==> src/rtl/ivl_uvm_rr_onehot_arb.sv <==
// Round-robin arbiter with a registered zero-one-hot grant, released by done, request drop or hold timeout.
// Grant appears 1 cycle after the request is sampled; a mandatory idle cycle separates consecutive grants.
module ivl_uvm_rr_onehot_arb #(
  parameter int NUM_REQ  = 4,
  parameter int MAX_HOLD = 8,
  localparam int IDW = $clog2(NUM_REQ),
  localparam int HCW = $clog2(MAX_HOLD)
) (
  input  logic               clock,
  input  logic               reset,
  input  logic               enable,
  input  logic [NUM_REQ-1:0] req,
  input  logic [NUM_REQ-1:0] done,
  output logic [NUM_REQ-1:0] gnt,
  output logic               gnt_valid,
  output logic [IDW-1:0]     gnt_id,
  output logic               timeout
);

  typedef enum logic {IDLE, GRANT} state_t;

  state_t             state_q, state_d;
  logic [NUM_REQ-1:0] gnt_q, gnt_d;
  logic               gnt_valid_q, gnt_valid_d;
  logic [IDW-1:0]     gnt_id_q, gnt_id_d;
  logic               timeout_q, timeout_d;
  logic [IDW-1:0]     ptr_q, ptr_d;
  logic [HCW-1:0]     hold_cnt_q, hold_cnt_d;

  logic               win_vld;
  logic [IDW-1:0]     win_idx;
  logic               owner_rel;
  logic               hold_exp;
  logic [IDW-1:0]     ptr_nxt;

  // Search ptr, ptr+1, ... modulo NUM_REQ; iterating backwards lets the entry closest to ptr win.
  function automatic logic [IDW:0] rr_pick(input logic [NUM_REQ-1:0] r,
                                           input logic [IDW-1:0]     p);
    logic [IDW:0]   res;
    logic [IDW-1:0] kk;
    int unsigned    k;
    res = '0;
    for (int i = NUM_REQ - 1; i >= 0; i--) begin
      k  = (int'(p) + i) % NUM_REQ;
      kk = IDW'(k);
      if (r[kk]) res = {1'b1, kk};
    end
    return res;
  endfunction

  always_comb begin
    {win_vld, win_idx} = rr_pick(req, ptr_q);
  end

  assign owner_rel = done[gnt_id_q] | ~req[gnt_id_q];
  assign hold_exp  = (hold_cnt_q == HCW'(MAX_HOLD - 1));
  assign ptr_nxt   = (gnt_id_q == IDW'(NUM_REQ - 1)) ? '0 : gnt_id_q + 1'b1;

  always_comb begin
    state_d    = state_q;
    gnt_d      = gnt_q;
    gnt_id_d   = gnt_id_q;
    ptr_d      = ptr_q;
    hold_cnt_d = hold_cnt_q;
    timeout_d  = 1'b0;
    unique case (state_q)
      IDLE: begin
        if (enable && win_vld) begin
          state_d        = GRANT;
          gnt_d          = '0;
          gnt_d[win_idx] = 1'b1;
          gnt_id_d       = win_idx;
          hold_cnt_d     = '0;
        end
      end
      GRANT: begin
        // An owner release in the expiry cycle takes precedence, so no timeout pulse then.
        if (owner_rel || hold_exp) begin
          state_d   = IDLE;
          gnt_d     = '0;
          ptr_d     = ptr_nxt;
          timeout_d = ~owner_rel;
        end else begin
          hold_cnt_d = hold_cnt_q + 1'b1;
        end
      end
      default: begin
        state_d = IDLE;
        gnt_d   = '0;
      end
    endcase
    gnt_valid_d = |gnt_d;
  end

  always_ff @(posedge clock or posedge reset) begin
    if (reset) begin
      state_q     <= IDLE;
      gnt_q       <= '0;
      gnt_valid_q <= 1'b0;
      gnt_id_q    <= '0;
      timeout_q   <= 1'b0;
      ptr_q       <= '0;
      hold_cnt_q  <= '0;
    end else begin
      state_q     <= state_d;
      gnt_q       <= gnt_d;
      gnt_valid_q <= gnt_valid_d;
      gnt_id_q    <= gnt_id_d;
      timeout_q   <= timeout_d;
      ptr_q       <= ptr_d;
      hold_cnt_q  <= hold_cnt_d;
    end
  end

  assign gnt       = gnt_q;
  assign gnt_valid = gnt_valid_q;
  assign gnt_id    = gnt_id_q;
  assign timeout   = timeout_q;

  a_gnt_onehot0 : assert property (@(posedge clock) disable iff (reset) $onehot0(gnt_q));
  a_gnt_valid   : assert property (@(posedge clock) disable iff (reset) gnt_valid_q == (|gnt_q));

endmodule
==> config.mk <==
export PLATFORM = sky130hd
export DESIGN_NAME = ivl_uvm_rr_onehot_arb
export DESIGN_NICKNAME = d
export VERILOG_FILES = /design/src/rtl/ivl_uvm_rr_onehot_arb.sv
export SDC_FILE = /design/constraint.sdc
export NUM_CORES = 1
export LEC_CHECK = 0
export BUFFER_PORTS_ARGS = -buffer_cell sky130_fd_sc_hd__buf_2
export CAP_MARGIN = 10
export CORE_MARGIN = 2
export CORE_UTILIZATION = 35
export DETAILED_ROUTE_END_ITERATION = 16
export SYNTH_ARGS = -nofsm -noshare
export SYNTH_HDL_FRONTEND = slang
export SYNTH_SLANG_ARGS = --single-unit
==> constraint.sdc <==
create_clock -name clock -period 2.1 [get_ports clock]
set_input_delay 0.105 -clock clock [delete_from_list [all_inputs] [get_ports clock]]
set_output_delay 0.105 -clock clock [all_outputs]
set_load 0.005 [all_outputs]
==> implementation parameters <==
Parameter                              Value

Run status
  Outcome    finished, final reports clean

Logic synthesis
  Most frequent cells after synthesis    dfrtp_1 (14), nand2_1 (8), inv_1 (6), nand2b_1 (6), o21ai_0 (4)
  Netlist area before placement    ~740 µm²
  Mapped Nets    85
  Flop and latch count out of synthesis    14
  Synth Area in Adders    0.0506
  Top cell type's share of synthesized area    0.472
  Dominant combinational cell family by area after synthesis    compound AO/OA/AOI/OAI gates
  Most repeated cell in the gate-level netlist after synthesis    dfrtp_1
  Number of cells produced by synthesis    71
  Synthesized-area fraction occupied by ao, oa, aoi and oai cells    0.175
  Area fraction in and, or, nand and nor cells after synthesis    0.148
  Post-synth top area cell    dfrtp_1
  Predominant post-synthesis flop cell    dfrtp_1
  Xor-xnor portion of the synthesized cell area    0
  Sequential cell area fraction in the yosys report    0.472
  EDFF count, synth    0
  Share of synthesized area spent on multiplexers    0.101
  Dominant cells by area after synthesis    dfrtp_1 (47%), ha_1 (5.1%), nand2b_1 (5.1%)
  Post-Syn Area per Cell    between 10 and 15 µm²
  Distinct cell type count after synthesis    26
  Count of synthesis-stage warnings from yosys    0
  Fraction of registers with async set/reset    1.00

Global route
  Global-route wire length before repair    2440 µm
  Met1 GRT Util    0.181
  GRT met3 Usage    0.0455
  Via count of the first global-routing pass    between 500 and 600
  Global-route track usage on met2    0.191
  Largest net degree at the start of global routing    15
  Remaining global-route overflow    0
  Number of antenna violations at the first check in global routing    0
  Tot GR Track Use    0.127
  GR peak layer    met2

Min path
  Hold path startpoint    enable
  Hold-critical path endpoint    gnt_valid$_DFF_PP0_
  Type of the tightest min-delay check    input pin to register
  Depth of the worst hold-timing path    3

Floorplan
  Starting Density    0.374
  Number of top-level design ports    19
  Core footprint    just under 2000 µm²
  Total die area    2500 µm²
  Placement row count    16
  Die Span X    about 50 µm
  Vertical extent of the die    about 50 µm

Power and ir drop
  Leakage Power    around 0.00047 µW
  Cell area power density    1130 nW/µm²
  Peak supply drop    between 0.5 and 0.6 mV

Timing
  Setup repair after global routing missed its margin    false
  Max Clock Skew    2.01 ps
  Number of slew-limit violations in the final report    0
  Share of the cycle needed by the critical path after routing    0.799
  Final setup viols    0
  Worst path setup slack after routing    422 ps
  Top achievable clock speed    roughly 0.60 GHz
  Slew of the pin with the lowest slew margin    602 ps
  Time the final worst path needs with I/O delays and setup    about 1700 ps
  Summed negative setup slack over all endpoints    0 ps
  Hold Vio Cnt, Final    0
  Worst rel slew slack    0.588

Route
  Number of remaining DRC errors    0
  Vias per cell    4.82
  Number of vias after detailed routing    around 570
  Number of nets with antenna violations after routing    0
  Post-detailed-routing wire length    1470 µm
  Count of routing violations after the opening detailed-route iteration    1
  Wirelength per Cell    roughly 12 µm
  Number of detailed-route iterations in the first pass    3

Critical path
  Required time worst endpoint    2310 ps
  Crit. End Element    register
  Category of the worst setup path launch point    register
  Worst-path maximum fanout    4
  Minimum setup slack among reg-to-reg paths    420 ps
  Endpoint arrival time on the critical path    ~1900 ps
  Number of cells on the worst reg-to-reg path    3
  Critical register-to-register path startpoint    gnt_id[1]$_DFFE_PP0P_
  Worst Setup Path Type    register to register
  Capture instance of the worst register-to-register path    gnt[0]$_DFF_PP0_

Clock tree
  Worst-case clock buffer depth    2
  Clock tree from TritonCTS    built
  H-tree depth    1
  Clock input transition at the sequential cells of the worst setup and hold paths    approximately 80 ps
  Worst skew pair latency    around 270 ps
  Root cell of the clock tree    clkbuf_4
  CTS buffer count    3
  Number of sinks handled by clock tree synthesis    14

Flow run
  Count of maximum capacitance violations    0

Final layout
  Final Net Count    approximately 110
  Area growth from synthesis to final layout    20.7%
  Number of antenna diodes    0
  Fraction of the core area covered by cells at the end of the flow    0.452
  Layout filler cell count    205
  Layout cells sized above 1    0.283

Placement
  Buffers on Ports    18
  Routability-driven placement congestion ratio    approximately 0.8
  Worst slack, placed    between 400 and 500 ps
  Final HPWL DP    around 1200 µm
-- logic make-up after synthesis --
kind of cell	after synthesis
flops	14
simple gates	22
compound gates	18
fa+ha+maj	3
mux	6
buf+inv	8
-- final cells by class --
| cell class | instances | area (µm²) | area share |
|---|---|---|---|
| multi-input cells | 49 | 353 | 0.394 |
| flip-flops and latches | 14 | 350 | 0.391 |
| repair buffers | 19 | 100 | 0.112 |
| clock buffers | 4 | 36.3 | 0.0405 |
| well taps | 27 | 33.8 | 0.0377 |
| inverters | 6 | 22.5 | 0.0251 |
-- per-layer routing --
| metal | routed length, µm | vias to the layer above |
|---|---|---|
| li1 | - | 295 |
| met1 | 732 | 267 |
| met2 | 673 | 12 |
| met3 | 65 | 0 |
| met4 | 0 | 0 |
| met5 | 0 | - |
-- placed cells by master, fill, tap and decap left out, types with 3 or more instances in the layout --
cell type	n
ha_1	3
nand2_1	8
nor2_1	3
inv_1	6
mux2i_1	3
o2bb2ai_1	3
nand2b_1	6
buf_2	18
clkbuf_4	3
dfrtp_1	14
o21ai_0	4
-- critical path: stages, from the launching register on --
cell,delay [ps]
dfrtp_1,400
mux4_2,550
o21ai_0,430
a22o_1,230
-- repair_timing --
action,in CTS,in global routing
hold buffers,1,0
setup buffers,0,0
hold endpoints to repair,14,0
resized for setup,0,0
endpoints found under the setup margin,0,0
-- metrics by stage --
step           hold WS (ps)  total power [µW]  cell area, µm²  cells
3_5_place_dp            173               835             850    114
5_1_grt                 151              1100             896    119
3_3_place_gp            169               826             850    114
4_1_cts                 141              1030             896    119
2_1_floorplan         -5.78               710             742     71
6_report                151              1010             896    119
-- state kept, by name, summed over array words and instances (netlist names) --
signal      flops
gnt             4
hold_cnt_q      3
gnt_id          2
ptr_q           2
gnt_valid       1
state_q         1
timeout         1
-- worst max-delay path by stage --
stage                                end                       from  cells after the start  slack, ps
global placement    ptr_q[1]$_DFFE_PP0P_      gnt_id[1]$_DFFE_PP0P_                      3        460
finish                  gnt[0]$_DFF_PP0_      gnt_id[1]$_DFFE_PP0P_                      3        420
global route            gnt[0]$_DFF_PP0_  hold_cnt_q[0]$_DFFE_PP0P_                      5        310
floorplan           ptr_q[0]$_DFFE_PP0P_      gnt_id[1]$_DFFE_PP0P_                      3        490
detailed placement  ptr_q[0]$_DFFE_PP0P_      gnt_id[1]$_DFFE_PP0P_                      3        440
CTS                 ptr_q[1]$_DFFE_PP0P_      gnt_id[1]$_DFFE_PP0P_                      3        410
-- report_power, final --
part | leakage, µW | internal (µW) | switching (µW)
clock | 0.0000210 | 105 | 78.8
combinational | 0.000266 | 196 | 181
sequential | 0.000181 | 366 | 86.9
No activity file was read; power rests on OpenSTA's default activity.
